### src/rtl/shift_unit_seq_pkg.sv
// Shared encodings for the multicycle shift unit: opcodes, amount-source selects
// and controller states.
package shift_pkg;

   localparam logic [2:0] OP_SLL     = 3'd0;
   localparam logic [2:0] OP_SRL     = 3'd1;
   localparam logic [2:0] OP_SRA     = 3'd2;
   localparam logic [2:0] OP_ROR     = 3'd3;
   localparam logic [2:0] OP_ROL     = 3'd4;
   localparam logic [2:0] OP_PASS_LO = 3'd5;

   localparam logic [1:0] SEL_CONST = 2'b00;
   localparam logic [1:0] SEL_SHAMT = 2'b10;
   localparam logic [1:0] SEL_B     = 2'b11;

   typedef enum logic [1:0] {IDLE, SHIFT, DONE} state_t;

   // Opcodes 5..7 leave the operand untouched and never iterate
   function automatic logic isPass(input logic [2:0] op);
      return op >= OP_PASS_LO;
   endfunction

endpackage

### src/rtl/shift_unit_seq_amt_sel.sv
// Combinational shift-amount source mux: constant, instruction shamt field or
// the low bits of register B, all reduced to an AMT_W-bit amount.
module shift_amt_sel
   import shift_pkg::*;
#(
   parameter int DATA_W  = 32,
   parameter int CONST_N = 16
) (
   input  logic [1:0]                  sel,
   input  logic [4:0]                  shamt,
   input  logic [DATA_W-1:0]           b,
   output logic [$clog2(DATA_W)-1:0]   amt
);

   localparam int AMT_W = $clog2(DATA_W);
   localparam logic [AMT_W-1:0] CONST_AMT = AMT_W'(CONST_N % DATA_W);

   // sel=01 is an alias of the constant source, hence the default arm
   always_comb begin
      amt = CONST_AMT;
      if (sel[1] != SEL_CONST[1]) begin
         case (sel)
            SEL_SHAMT: amt = AMT_W'(shamt);
            SEL_B:     amt = AMT_W'(b);
            default:   amt = CONST_AMT;
         endcase
      end
   end

endmodule

### src/rtl/shift_unit_seq.sv
// Iterative shift unit: captures operand, opcode and amount on start, then
// shifts by up to STEP positions per cycle until the amount is used up.
module shift_unit_seq
   import shift_pkg::*;
#(
   parameter int DATA_W  = 32,
   parameter int STEP    = 1,
   parameter int CONST_N = 16
) (
   input  logic              clk,
   input  logic              reset,
   input  logic              start,
   input  logic [2:0]        op,
   input  logic [1:0]        sel,
   input  logic [4:0]        shamt,
   input  logic [DATA_W-1:0] b,
   input  logic [DATA_W-1:0] operand,
   output logic [DATA_W-1:0] result,
   output logic              busy,
   output logic              done
);

   localparam int AMT_W = $clog2(DATA_W);

   state_t             r_state;
   logic [DATA_W-1:0]  r_result;
   logic [2:0]         r_op;
   logic [AMT_W-1:0]   r_rem;
   logic               r_busy;
   logic               r_done;

   logic [AMT_W-1:0]   w_amt;
   logic [AMT_W-1:0]   w_step;
   logic [AMT_W-1:0]   w_remNext;

   shift_amt_sel #(
      .DATA_W  (DATA_W),
      .CONST_N (CONST_N)
   ) u_amtSel (
      .sel   (sel),
      .shamt (shamt),
      .b     (b),
      .amt   (w_amt)
   );

   // Rotates use the complementary shift; s is never 0 while iterating
   function automatic logic [DATA_W-1:0] stepShift(
      input logic [2:0]        stepOp,
      input logic [DATA_W-1:0] v,
      input logic [AMT_W-1:0]  s
   );
      logic [AMT_W:0] inv;
      inv = (AMT_W+1)'(DATA_W) - {1'b0, s};
      case (stepOp)
         OP_SLL:  return v << s;
         OP_SRL:  return v >> s;
         OP_SRA:  return $unsigned($signed(v) >>> s);
         OP_ROR:  return (v >> s) | (v << inv);
         OP_ROL:  return (v << s) | (v >> inv);
         default: return v;
      endcase
   endfunction

   always_comb begin
      w_step = AMT_W'(STEP);
      if (int'(r_rem) < STEP) begin
         w_step = r_rem;
      end
      w_remNext = r_rem - w_step;
   end

   always_ff @(posedge clk) begin
      if (reset) begin
         r_state  <= IDLE;
         r_result <= '0;
         r_op     <= OP_SLL;
         r_rem    <= '0;
         r_busy   <= 1'b0;
         r_done   <= 1'b0;
      end else begin
         unique case (r_state)
            IDLE: begin
               if (start) begin
                  r_result <= operand;
                  r_op     <= op;
                  r_rem    <= isPass(op) ? '0 : w_amt;
                  r_busy   <= 1'b1;
                  if (isPass(op) || (w_amt == '0)) begin
                     r_state <= DONE;
                     r_done  <= 1'b1;
                  end else begin
                     r_state <= SHIFT;
                  end
               end
            end
            SHIFT: begin
               r_result <= stepShift(r_op, r_result, w_step);
               r_rem    <= w_remNext;
               if (w_remNext == '0) begin
                  r_state <= DONE;
                  r_done  <= 1'b1;
               end
            end
            DONE: begin
               r_state <= IDLE;
               r_busy  <= 1'b0;
               r_done  <= 1'b0;
            end
            default: r_state <= IDLE;
         endcase
      end
   end

   assign result = r_result;
   assign busy   = r_busy;
   assign done   = r_done;

endmodule

### config.mk
export PLATFORM = sky130hd
export DESIGN_NAME = shift_unit_seq
export DESIGN_NICKNAME = d
export VERILOG_FILES = /design/src/rtl/shift_unit_seq_pkg.sv /design/src/rtl/shift_unit_seq_amt_sel.sv /design/src/rtl/shift_unit_seq.sv
export SDC_FILE = /design/constraint.sdc
export NUM_CORES = 1
export LEC_CHECK = 0
export CORE_MARGIN = 1
export CORE_UTILIZATION = 49
export DETAILED_ROUTE_END_ITERATION = 10
export PLACE_DENSITY = 0.81
export SYNTH_ARGS = -nofsm -noshare
export SYNTH_HDL_FRONTEND = slang
export SYNTH_HIERARCHICAL = 1
export SYNTH_SLANG_ARGS = --single-unit
### constraint.sdc
create_clock -name clk -period 4.4 [get_ports clk]
set_input_delay 0.88 -clock clk [delete_from_list [all_inputs] [get_ports clk]]
set_output_delay 0.88 -clock clk [all_outputs]
set_load 0.05 [all_outputs]
=== Yosys cells after proc, flatten, opt, wreduce, memory -nomap -nowiden ===
Cells that the tools add are included.

* Add/subtract/negate cells: 2
* Multiply operators: 0
* Divide/modulo/power cells: 0
* $lt $le $gt $ge: 2
* Eq/ne operators: 12
* Shift operators: 5
* Mux-type cells: 19
* Bitwise gates (word level): 2
* Reductions and logical operators: 14

{| class="wikitable"
|+ Operators with widths
! operator !! count
|-
| $pmux W32 S5 || 1
|-
| $or A32 B32 Y32 || 2
|-
| $pmux W32 S2 || 1
|-
| $mux W32 || 1
|-
| $shl A32 B5 Y32 || 1
|-
| $shl A32 B6 Y32 || 1
|-
| $shr A32 B5 Y32 || 1
|-
| $shr A32 B6 Y32 || 1
|-
| $sshr A32 B5 Y32 || 1
|-
| $mux W5 || 4
|-
| $pmux W5 S2 || 2
|-
| $logic_not A5 Y1 || 2
|-
| $reduce_and A2 Y1 || 4
|-
| $eq A2 B2 Y1 const B || 3
|-
| $eq A3 B2 Y1 const B || 2
|-
| $mux W2 || 3
|-
| $ne A2 B2 Y1 const B || 3
|-
| $ne A6 B1 Y1 const B || 1
|-
| $sub A6 B5 Y6 const A || 1
|-
| $lt A5 B1 Y1 const B || 1
|-
| $sub A5 B5 Y5 || 1
|-
| $mux W1 || 4
|-
| $pmux W2 S2 || 1
|-
| $reduce_and A4 Y1 || 1
|-
| other kinds (12) || 13
|}

* Register bits after elaboration: 44
* Bits in latches: 0
* Memory bits (writable): 0
* Memory bits (read-only): 0
* Input port bits: 77
* Output and inout port bits: 34
* Memories: 0

=== Depth between registers and ports, before layout ===
* Depth in word-level cells: 8
* Depth in mapped cells: 14
* Gate-level depth less buffers: 9

=== Modules after synthesis ===
The synthesis kept the hierarchy.

{| class="wikitable"
|+ By module, submodules not included
! module !! times used !! cells an instance !! area an instance (µm²)
|-
| shift_unit_seq || 1 || 537 || 3912.5
|-
| shift_amt_sel || 1 || 11 || 90.1
|}

=== Least setup slack after synthesis ===
OpenSTA, ideal clock, no wires.

* Path kind: reg2reg
* Start: register r_rem[1]
* End: register r_result[17] (netlist: result[17])
* Arrival time: 3.346 ns
* Data required time: 4.326 ns
* Slack: 0.980 ns
* Stages on the path, launching flop included: 14
* Path buffers: 5
* Cell sequence: dfxtp_1 > or4_4 > or2_1 > buf_6 > clkinv_1 > buf_6 > buf_2 > ha_1 > clkbuf_1 > nor4bb_1 > clkbuf_1 > o21ai_0 > o221a_2 > o21ai_0

* Longest elaborated chain between the ends: 7

{| class="wikitable"
|+ RTL lines
! item !! line !! RTL
|-
| start: declaration || shift_unit_seq.sv:28 || <nowiki>logic [AMT_W-1:0] r_rem;</nowiki>
|-
| start signal: assignment || shift_unit_seq.sv:86 || <nowiki>r_rem <= isPass(op) ? '0 : w_amt;</nowiki>
|-
| start signal: assignment || shift_unit_seq.sv:98 || <nowiki>r_rem <= w_remNext;</nowiki>
|-
| $lt A5 B1 Y1 || shift_unit_seq.sv:66 || <nowiki>if (int'(r_rem) < STEP) begin</nowiki>
|-
| $mux W5 (*) || shift_unit_seq.sv:66 ||
|-
| $sub A6 B5 Y6 || shift_unit_seq.sv:53 || <nowiki>inv = (AMT_W+1)'(DATA_W) - {1'b0, s};</nowiki>
|-
| $shr A32 B6 Y32 or $shl A32 B6 Y32 (tied branches) || shift_unit_seq.sv:59, shift_unit_seq.sv:58 ||
|-
| $or A32 B32 Y32 (on tied branches) || shift_unit_seq.sv:59, shift_unit_seq.sv:58 ||
|-
| $pmux W32 S5 (*) || shift_unit_seq.sv:54 || <nowiki>case (stepOp)</nowiki>
|-
| $pmux W32 S2 (*) || shift_unit_seq.sv:81 || <nowiki>unique case (r_state)</nowiki>
|-
| end signal: assignment || shift_unit_seq.sv:84 || <nowiki>r_result <= operand;</nowiki>
|-
| end signal: assignment || shift_unit_seq.sv:97 || <nowiki>r_result <= stepShift(r_op, r_result, w_step);</nowiki>
|-
| end: declaration || shift_unit_seq.sv:26 || <nowiki>logic [DATA_W-1:0] r_result;</nowiki>
|}

Mark *: on every way between the ends. The rest lies on a longest branch, timed or not.
A chain may end at the register's enable or synchronous reset.

=== Worst setup path after layout ===
* Start: register r_rem[1]
* End: register r_result[19] (netlist: result[19])

The elaborated chain is that of the path after synthesis.

==> results by group <==
Outcome
  • Status: finished clean

Setup path
  • Slowest cell delay on critical path: ~640 ps
  • Setup CP Type: reg2reg
  • Worst-path fanout max: 27
  • Worst Path Arrival: 3700 ps
  • Worst setup EP type: flop
  • Setup crit start: r_rem[1]$_SDFFE_PP0P_
  • Worst reg2reg startpoint: r_rem[1]$_SDFFE_PP0P_
  • Slowest library cell on the worst path: or4_4
  • CP Cell Sequence: or4_4 > or2_1 > clkinv_1 > ha_2 > buf_4 > inv_1 > mux4_2 > a211oi_1 > nor4_1
  • Required time worst endpoint: 4570 ps
  • Critical path launch point type: flop

CTS
  • Worst skew pair latency: between 300 and 400 ps
  • Inserted Clock Buffers: 5
  • H-tree levels: 2
  • Clk root buf: clkbuf_8
  • Clock Pin Slew Worst Setup and Hold Paths: ~90 ps
  • Clock sinks: 44
  • Clk buf depth: 2
  • CTS tree: yes
  • PostCTS Resize Cnt: 0
  • # hold bufs at CTS: 0
  • Setup bufs post-CTS: 0

Cells and area
  • Flip-flop and latch area: slightly below 900 um2
  • Area Overhead vs Synth: 22.2%
  • N_diodes: 0
  • Fillers: 716
  • Non-Filler Instances: around 690
  • Multi-input logic area: around 0.0028 mm2
  • Layout cells sized above 1: 7.28%
  • Final core occ: 62.7%
  • Nets: ~670

Global route
  • GRT overflow: 0
  • Largest net degree at the start of global routing: 55
  • Vias in the first global route: 4353
  • First-pass GRT wire length: 23100 um
  • Initial antenna violation count: 0
  • Global Route Usage Sum: 34.2%

STA
  • Min cycle time layout: about 3500 ps
  • Final Setup Violations: 0
  • Clock skew: 5.26 ps
  • Max Freq: between 200 and 300 MHz
  • Worst rel slew slack: between 30% and 40%
  • Final Hold Vio Count: 0
  • RSZ-0062 raised after global routing: no
  • Final slew viol count: 0
  • Least-Margin Pin Slew: about 940 ps
  • Fin Setup TNS: 0 ps
  • Final period util: roughly 80%

Floorplanning
  • Row cnt: 32
  • # IOs: around 110
  • Die X: about 92 um
  • Core ar.: approximately 0.008 mm2
  • Initial core utilization: between 50% and 60%
  • Die ar.: roughly 0.0085 mm2
  • Die Y: ~90 um

Synthesis
  • Yosys warns: 6
  • Unique masters post-synth: 64
  • Avg Cell Area, Syn: 7.30 um2
  • Yosys reg bits: 44
  • Cell area after synthesis: about 0.0040 mm2
  • Synth Flop Type: dfxtp_1
  • Async SR Flop Fraction: 0%
  • Post-synth EDFFs: 0
  • Register area share after synthesis: 22.0%
  • Synthesized netlist net count: 630
  • Post-synthesis cell count: ~550

Placed design
  • Post-DP HPWL: 9880 um
  • Final GP Congestion: between 0.9 and 1
  • Port Buffers: 83
  • Post-Place Cells: ~700

Route
  • Number of DRC markers in iteration 0: between 600 and 700
  • WL final: about 15000 um
  • Vias per std cell: roughly 6.7
  • Post-route ant nets: 0
  • DR DRC count: 0
  • Vias: 4672
  • WL/cell: roughly 21 um
  • Drt pass-1 iters: 6

Flow run
  • Max-cap violations: 0

Worst hold path
  • Type of the worst min-delay path: reg2reg
  • Hold Path Origin: done$_SDFFE_PP0P_

Power and ir drop
  • Max rail drop VDD: approximately 0.37 mV
  • Cell leakage power: roughly 1.7 nW
  • PD cells: slightly below 700 mW/mm2
-- flip-flops by register name, summed over array words and instances, names as in the netlist --
name and flops:
r_op 3, busy 1, done 1, r_state 2, result 32, r_rem 5
-- Yosys cell counts (all sizes together) (9+ instances only) --
cell type | n | area [um2]
inv | 9 | 33.8
nand3 | 22 | 110
clkbuf | 48 | 181
o211ai | 12 | 90.1
a21oi | 30 | 150
mux2 | 11 | 124
nor2 | 41 | 154
dfxtp | 44 | 881
nor3 | 16 | 80.1
o21ai | 58 | 290
a221oi | 9 | 78.8
buf | 10 | 68.8
a31oi | 15 | 93.8
nand2 | 69 | 259
mux2i | 35 | 350
nor2b | 9 | 56.3
-- final timing paths --
check                                               end  cells past startpoint  slack [ps]
worst min-delay path                  done$_SDFFE_PP0P_                      2         480
worst max-delay path            result[19]$_SDFFE_PP0P_                      9         870
worst min register to register        done$_SDFFE_PP0P_                      2         480
worst max register to register  result[19]$_SDFFE_PP0P_                      9         870
-- power breakdown --
| group | switching (mW) | total, mW | internal, mW |
|---|---|---|---|
| logic | 1.41 | 2.28 | 0.869 |
| clock network | 0.156 | 0.296 | 0.140 |
| registers | 0.299 | 0.815 | 0.516 |
| total | 1.87 | 3.39 | 1.53 |
-- logic make-up after synthesis --
kind of cell               share of synthesized area, %
and+or+nand+nor                                    22.4
AOI/OAI and AO/OA                                  30.4
buffers and inverters                              7.19
muxes                                              15.8
DFF                                                22.0
adders and majority gates                          1.56
xor gates and xnor gates                          0.657
other                                            0.0937
-- critical path: cells and delay by family, from the launching register on --
kind                       cells  cell delay, ps
and+or+nand+nor                3             990
adders and majority gates      1             440
muxes                          1             360
DFF                            1             360
AOI/OAI and AO/OA              1             510
buffers and inverters          3             710
-- area by class of cell --
| type | count | area share (%) |
|---|---|---|
| Multi-Input combinational cell | 436 | 58.0 |
| Timing Repair Buffer | 94 | 18.7 |
| Clock buffer | 7 | 1.97 |
| Sequential cell | 44 | 18.0 |
| Tap cell | 102 | 2.61 |
| Inverter | 10 | 0.767 |
-- routing by layer --
| layer | track usage, % | up-vias | part of all wire (%) |
|---|---|---|---|
| met2 | 54.6 | 291 | 46 |
| met5 | 0 | - | 0 |
| met3 | 5.34 | 47 | 9.1 |
| met4 | 15.8 | 0 | 3.9 |
| met1 | 45.1 | 2208 | 41 |
| li1 | - | 2126 | - |
-- placed cells by master, fill, tap and decap left out, types with 3 or more instances in the layout --
cell type	n
a31oi_1	15
mux2_2	11
o2111ai_1	5
a22oi_1	8
a221oi_1	9
a311oi_1	3
nand3_1	22
a21oi_1	30
o21ai_0	58
o211ai_1	12
a211oi_1	7
ha_1	4
mux4_2	7
inv_1	9
nor2b_1	9
nor2_1	41
dfxtp_1	44
nor4_1	5
a211o_1	3
clkbuf_8	7
or3_1	8
or4_1	3
nor3_1	16
mux2i_1	35
nand2_1	69
a2111oi_0	3
o221ai_1	3
o22ai_1	4
o2bb2ai_1	3
clkdlybuf4s50_1	83
o31ai_1	3
buf_4	11
-- metrics by stage --
stage	cell area, um2	total power [mW]	setup WS [ps]	hold slack (ps)
global placement	4800	3.00	1010	463
global route	4890	3.58	796	525
detailed placement	4800	3.05	976	466
finish	4890	3.39	866	483
CTS	4890	3.34	964	484
floorplan	4000	2.43	980	483
Note: power is estimated with default switching activity, not from simulation.
